[src/rtl/jogo_unidade_controle.sv]
// Moore control unit for the memory game: waits for a player move, registers
// and compares each key, ends on mismatch, success or timeout (JOGO_TIMEOUT_EN).
module jogo_unidade_controle #(
    parameter int TIMEOUT_CYCLES = 5000,
    parameter int TMR_W          = 13
) (
    input  logic       clock,
    input  logic       reset,
    input  logic       iniciar,
    input  logic       jogada,
    input  logic       fimC,
    input  logic       chavesIgualMemoria,
    output logic       zeraC,
    output logic       contaC,
    output logic       zeraR,
    output logic       registraR,
    output logic       pronto,
    output logic       acertou,
    output logic       errou,
    output logic       timeout,
    output logic [3:0] db_estado
);

    // Encodings double as the debug code shown on the 7-segment display.
    typedef enum logic [3:0] {
        INICIAL     = 4'h0,
        PREPARACAO  = 4'h1,
        ESPERA      = 4'h2,
        REGISTRA    = 4'h4,
        COMPARACAO  = 4'h5,
        PROXIMO     = 4'h6,
        FIM_ACERTO  = 4'hA,
        FIM_TIMEOUT = 4'hD,
        FIM_ERRO    = 4'hE
    } estado_t;

    estado_t estado_q;
    estado_t estado_d;
    logic    tmr_fim;

    // Elaboration-time sanity checks on the timeout configuration.
    if (TIMEOUT_CYCLES < 2) begin : g_bad_timeout
        $error("TIMEOUT_CYCLES must be at least 2");
    end
    if ((TIMEOUT_CYCLES - 1) >= (1 << TMR_W)) begin : g_bad_tmr_w
        $error("TMR_W too narrow for TIMEOUT_CYCLES-1");
    end

`ifdef JOGO_TIMEOUT_EN
    logic [TMR_W-1:0] tmr_q;
    logic [TMR_W-1:0] tmr_d;

    assign tmr_fim = (tmr_q == TMR_W'(TIMEOUT_CYCLES - 1));

    // Timer counts only while staying in espera; any entry restarts at 0.
    always_comb begin
        tmr_d = '0;
        if (estado_q == ESPERA && estado_d == ESPERA) begin
            tmr_d = tmr_q + TMR_W'(1);
        end
    end

    // Timer register.
    always_ff @(posedge clock or posedge reset) begin
        if (reset) begin
            tmr_q <= '0;
        end else begin
            tmr_q <= tmr_d;
        end
    end
`else
    assign tmr_fim = 1'b0;
`endif

    // State register.
    always_ff @(posedge clock or posedge reset) begin
        if (reset) begin
            estado_q <= INICIAL;
        end else begin
            estado_q <= estado_d;
        end
    end

    // Next-state logic; a move beats the timeout on the terminal cycle.
    always_comb begin
        estado_d = INICIAL;
        case (estado_q)
            INICIAL: begin
                estado_d = iniciar ? PREPARACAO : INICIAL;
            end
            PREPARACAO: begin
                estado_d = ESPERA;
            end
            ESPERA: begin
                if (jogada) begin
                    estado_d = REGISTRA;
                end else if (tmr_fim) begin
                    estado_d = FIM_TIMEOUT;
                end else begin
                    estado_d = ESPERA;
                end
            end
            REGISTRA: begin
                estado_d = COMPARACAO;
            end
            COMPARACAO: begin
                if (!chavesIgualMemoria) begin
                    estado_d = FIM_ERRO;
                end else if (fimC) begin
                    estado_d = FIM_ACERTO;
                end else begin
                    estado_d = PROXIMO;
                end
            end
            PROXIMO: begin
                estado_d = ESPERA;
            end
            FIM_ACERTO: begin
                estado_d = iniciar ? PREPARACAO : FIM_ACERTO;
            end
            FIM_TIMEOUT: begin
                estado_d = iniciar ? PREPARACAO : FIM_TIMEOUT;
            end
            FIM_ERRO: begin
                estado_d = iniciar ? PREPARACAO : FIM_ERRO;
            end
            default: begin
                estado_d = INICIAL;
            end
        endcase
    end

    // Moore output decode; illegal encodings show F and drive nothing else.
    always_comb begin
        zeraC     = 1'b0;
        contaC    = 1'b0;
        zeraR     = 1'b0;
        registraR = 1'b0;
        pronto    = 1'b0;
        acertou   = 1'b0;
        errou     = 1'b0;
        timeout   = 1'b0;
        db_estado = 4'hF;
        case (estado_q)
            INICIAL: begin
                zeraC     = 1'b1;
                zeraR     = 1'b1;
                db_estado = 4'h0;
            end
            PREPARACAO: begin
                zeraC     = 1'b1;
                zeraR     = 1'b1;
                db_estado = 4'h1;
            end
            ESPERA: begin
                db_estado = 4'h2;
            end
            REGISTRA: begin
                registraR = 1'b1;
                db_estado = 4'h4;
            end
            COMPARACAO: begin
                db_estado = 4'h5;
            end
            PROXIMO: begin
                contaC    = 1'b1;
                db_estado = 4'h6;
            end
            FIM_ACERTO: begin
                pronto    = 1'b1;
                acertou   = 1'b1;
                db_estado = 4'hA;
            end
            FIM_TIMEOUT: begin
                pronto    = 1'b1;
`ifdef JOGO_TIMEOUT_EN
                timeout   = 1'b1;
`endif
                db_estado = 4'hD;
            end
            FIM_ERRO: begin
                pronto    = 1'b1;
                errou     = 1'b1;
                db_estado = 4'hE;
            end
            default: begin
                db_estado = 4'hF;
            end
        endcase
    end

endmodule
[config.mk]
export PLATFORM = sky130hd
export DESIGN_NAME = jogo_unidade_controle
export DESIGN_NICKNAME = d
export VERILOG_FILES = /design/src/rtl/jogo_unidade_controle.sv
export SDC_FILE = /design/constraint.sdc
export NUM_CORES = 1
export LEC_CHECK = 0
export BUFFER_PORTS_ARGS = -buffer_cell sky130_fd_sc_hd__buf_2
export CORE_UTILIZATION = 25
export DETAILED_ROUTE_END_ITERATION = 8
export PLACE_DENSITY = 0.56
export SLEW_MARGIN = 25
export SYNTH_ARGS = -nofsm -noshare
export SYNTH_HDL_FRONTEND = slang
export SYNTH_SLANG_ARGS = --single-unit
[constraint.sdc]
create_clock -name clock -period 1.75 [get_ports clock]
set_input_delay 0.2625 -clock clock [delete_from_list [all_inputs] [get_ports clock]]
set_output_delay 0.2625 -clock clock [all_outputs]
set_load 0.1 [all_outputs]
# Word level (Yosys, flattened, before mapping)

Index checks and enable logic that the tools add are counted.

Register bits after elaboration: 4
Word-level logic and storage cells: 28

Equality and inequality tests: 8
Reductions and logical operators: 4
Mux-type cells: 15

Operator list:

| kind                                                             | count |
|---|---|
| 4-bit case mux with 9 select lines                               | 1 |
| 4-bit case mux with 8 select lines                               | 1 |
| 4-bit 2-to-1 mux                                                 | 5 |
| 4-bit by 3-bit == test with 1-bit output (second input constant) | 3 |
| 4-bit == test (second input constant)                            | 3 |
| 1-bit 2-to-1 mux                                                 | 7 |
| 4-bit by 1-bit == test with 1-bit output (second input constant) | 1 |
| 4-bit by 2-bit == test with 1-bit output (second input constant) | 1 |
| 4-bit logical NOT                                                | 1 |
| 2-bit OR reduction                                               | 2 |
| 3-bit 2-to-1 mux                                                 | 1 |
| 3-bit OR reduction                                               | 1 |

# Logic depth before layout (Yosys ltp)

Depth after elaboration: 3
Mapped depth: 4
Mapped depth without buffers: 3

# Worst setup path after synthesis

Ideal clock, no wire load.

Path kind: reg-to-output
Start: reg estado_q[1]
End: out zeraR
Data arrival time: 3215 ps
Path slack: -1727 ps
Cell stages (with the launch flop): 4
Data required time: 1487 ps
Cells stage by stage: dfrtp_1 -> buf_2 -> nor3_1 -> buf_4

Longest elaborated chain between the ends: 3

Ends and longest elaborated chain:

| element                                                                              | RTL line | source |
|---|---|---|
| from (decl)                                                                          | 37       | `estado_t estado_q;` |
| from (signal assigned)                                                               | 80       | `estado_q <= estado_d;` |
| 4-bit by 1-bit == test with 1-bit output / 4-bit logical NOT (equally long branches) | -        |  |
| 2-bit OR reduction (no line) *                                                       | -        |  |
| 1-bit 2-to-1 mux *                                                                   | -        |  |
| to (decl)                                                                            | 15       | `output logic zeraR,` |

Mark *: on every way between the ends. The rest lies on a longest branch, timed or not.

# Worst setup path in the final report

Start: reg estado_q[1]
End: out db_estado[0]

Longest elaborated chain between the ends: 2

Ends and longest elaborated chain:

| element                               | RTL line | source |
|---|---|---|
| 4-bit == test (tied with other cells) | 144      | `case (estado_q)` |
| 4-bit case mux with 9 select lines *  | 144      |  |
| to (decl)                             | 21       | `output logic [3:0] db_estado` |

Marked as above.

==> results_dict.tcl <==
set metrics [dict create \
    dp_hpwl_um 706 \
    yosys_register_bits 4 \
    final_cell_mix "buf_12 (11), nand2_1 (7), buf_2 (5)" \
    die_y_um 41.5 \
    n_fill_cell 128 \
    dr.pass1.iters 4 \
    rsz0062_at_grt "false" \
    nets 76 \
    reg2regPathDepth 3 \
    drc_errors 0 \
    post_cts_buffers 0 \
    clkLatencyLatePin_ps 240 \
    row_count 13 \
    synth_cell_types 25 \
    synth-edff-count 0 \
    whs_path_depth 2 \
    largest_register_ffs 4 \
    worstSetupPathType "reg2out" \
    dieWidth_um 41.5 \
    synthesis.area_um2 390 \
    diodes 0 \
    drive_above_1_share_pct 57.4 \
    grt_overflow_total 0 \
    io_pins 18 \
    die_area_um2 1720 \
    dominantRegCellSynth "dfrtp_1" \
    antenna_found_initial 0 \
    outcome "finished clean" \
    worstPathArrival_ps 1420 \
    clk_pin_slew_ps 30 \
    ys_warn_count 0 \
    place_inst 79 \
    cts_tree "yes" \
    grt_start_max_net_pins 11 \
    grt_pass1_vias 412 \
    grt_util_all_layers_pct 12.2 \
    final_common_cell "buf_12" \
    drt_iter0_drc 9 \
    wl_um 889 \
    ant_nets 0 \
    hold_path_class "in2reg" \
    post-route-period-util_pct 95.9 \
    area_growth_pct 85.6 \
    register_area_um2 101 \
    top_regs "estado_q (4)" \
    syn_area_per_cell_um2 7.81 \
    io_buffers 16 \
    place.gp.congestion 0.847 \
    utilization_pct 52.4 \
    report.final.hold_viol_count 0 \
    finalCriticalPeriod_ps 1680 \
    wl_per_cell_um 10.7 \
    route.vias.total 403 \
    multiInputGateArea_um2 283 \
    start_util_pct 28.2 \
    crit_fanout 7 \
    ys_seq_area_share_pct 25.6 \
    htree_levels 1 \
    worst_ep_required_time_ps 1490 \
    startpoint_type "flip-flop" \
    skew_ps 7.75 \
    cts_buffers 3 \
    crit_path_end_kind "output pin" \
    setup_viol 0 \
    synthesis.nets 56 \
    synthArstFlopShare_pct 100 \
    core-area_um2 1380 \
    clk_path_buf_depth 2 \
    vias_per_cell 4.86 \
    max_freq_mhz 596 \
    regMostFlops "estado_q" \
    layoutNonFillerInstCount 83 \
    grt_pass1_wl_um 1630 \
    clockRootBuffer "clkbuf_4" \
    syn_inst 50 \
    finalMaxSlewViolations 0 \
    max_cap_viol_count 0 \
    cts.sinks 4 \
]
==> metal layers <==
layer	global-route usage, %	vias to the layer above	share of wire, %
met5	0	-	0
met4	7.74	0	1.1
met3	1.30	2	3.3
met2	20.6	12	52
met1	14.5	185	43
li1	-	204	-
==> kinds of logic (layout without fill, tap and decap cells) <==
kind of cell | Yosys count | after routing | share of synthesized area, %
DFF | 4 | 4 | 25.6
other | 1 | 1 | 0.961
buffers and inverters | 9 | 27 | 15.7
AOI/OAI and AO/OA | 11 | 11 | 21.5
and+or+nand+nor | 25 | 25 | 36.2
==> critical path, cell delays in order, from the launching register on <==
cell and delay [ps]:
dfrtp_1 440, buf_4 210, nor2b_1 60, or2_2 290, buf_12 170
==> layout make-up <==
class,instances,share of cell area (%)
Tap cell,15,2.59
Timing Repair Buffer,21,39.4
Inverter,3,1.90
Multi-Input combinational cell,37,39.0
Sequential cell,4,14.0
Clock buffer,3,3.11
==> stage by stage <==
step	setup TNS, ps	hold slack, ps	cell area (um^2)	setup slack (ps)
final	0	287	724	72.4
after global routing	0	301	724	15.9
after CTS	0	281	723	46.7
after detailed placement	0	147	688	253
after global placement	0	144	688	277
after floorplan	-344	28.6	444	-318
==> what timing repair did <==
action,CTS,global route
pin swaps,0,0
hold buffers,1,0
endpoints found under the setup margin,1,1
endpoints found under the hold margin,4,0
resized for setup,1,1
==> path summary, 6_finish.rpt <==
kind | slack (ps) | start | endpoint
max | 70 | estado_q[1] | db_estado[0]
min | 290 | iniciar | estado_q[3]
min reg2reg | 610 | estado_q[1] | estado_q[1]
max reg2reg | 440 | estado_q[3] | estado_q[2]
min in group asynchronous | 440 | reset | estado_q[2]
max in group asynchronous | 1150 | reset | estado_q[0]
==> synthesized netlist by cell type (all sizes together) (2+ instances only) <==
cell    n  area share (%)
a21oi   2             2.6
buf     6              13
dfrtp   4              26
inv     3             2.9
nand2   8             7.7
nand2b  2             3.2
nor2    4             3.8
nor2b   2             3.8
nor3    4             5.1
o21ai   3             3.8
o31ai   2             6.4
Power is left out: the tool's default activity adds up to more than one toggle a clock period on the data nets, which glitch-free logic cannot reach.
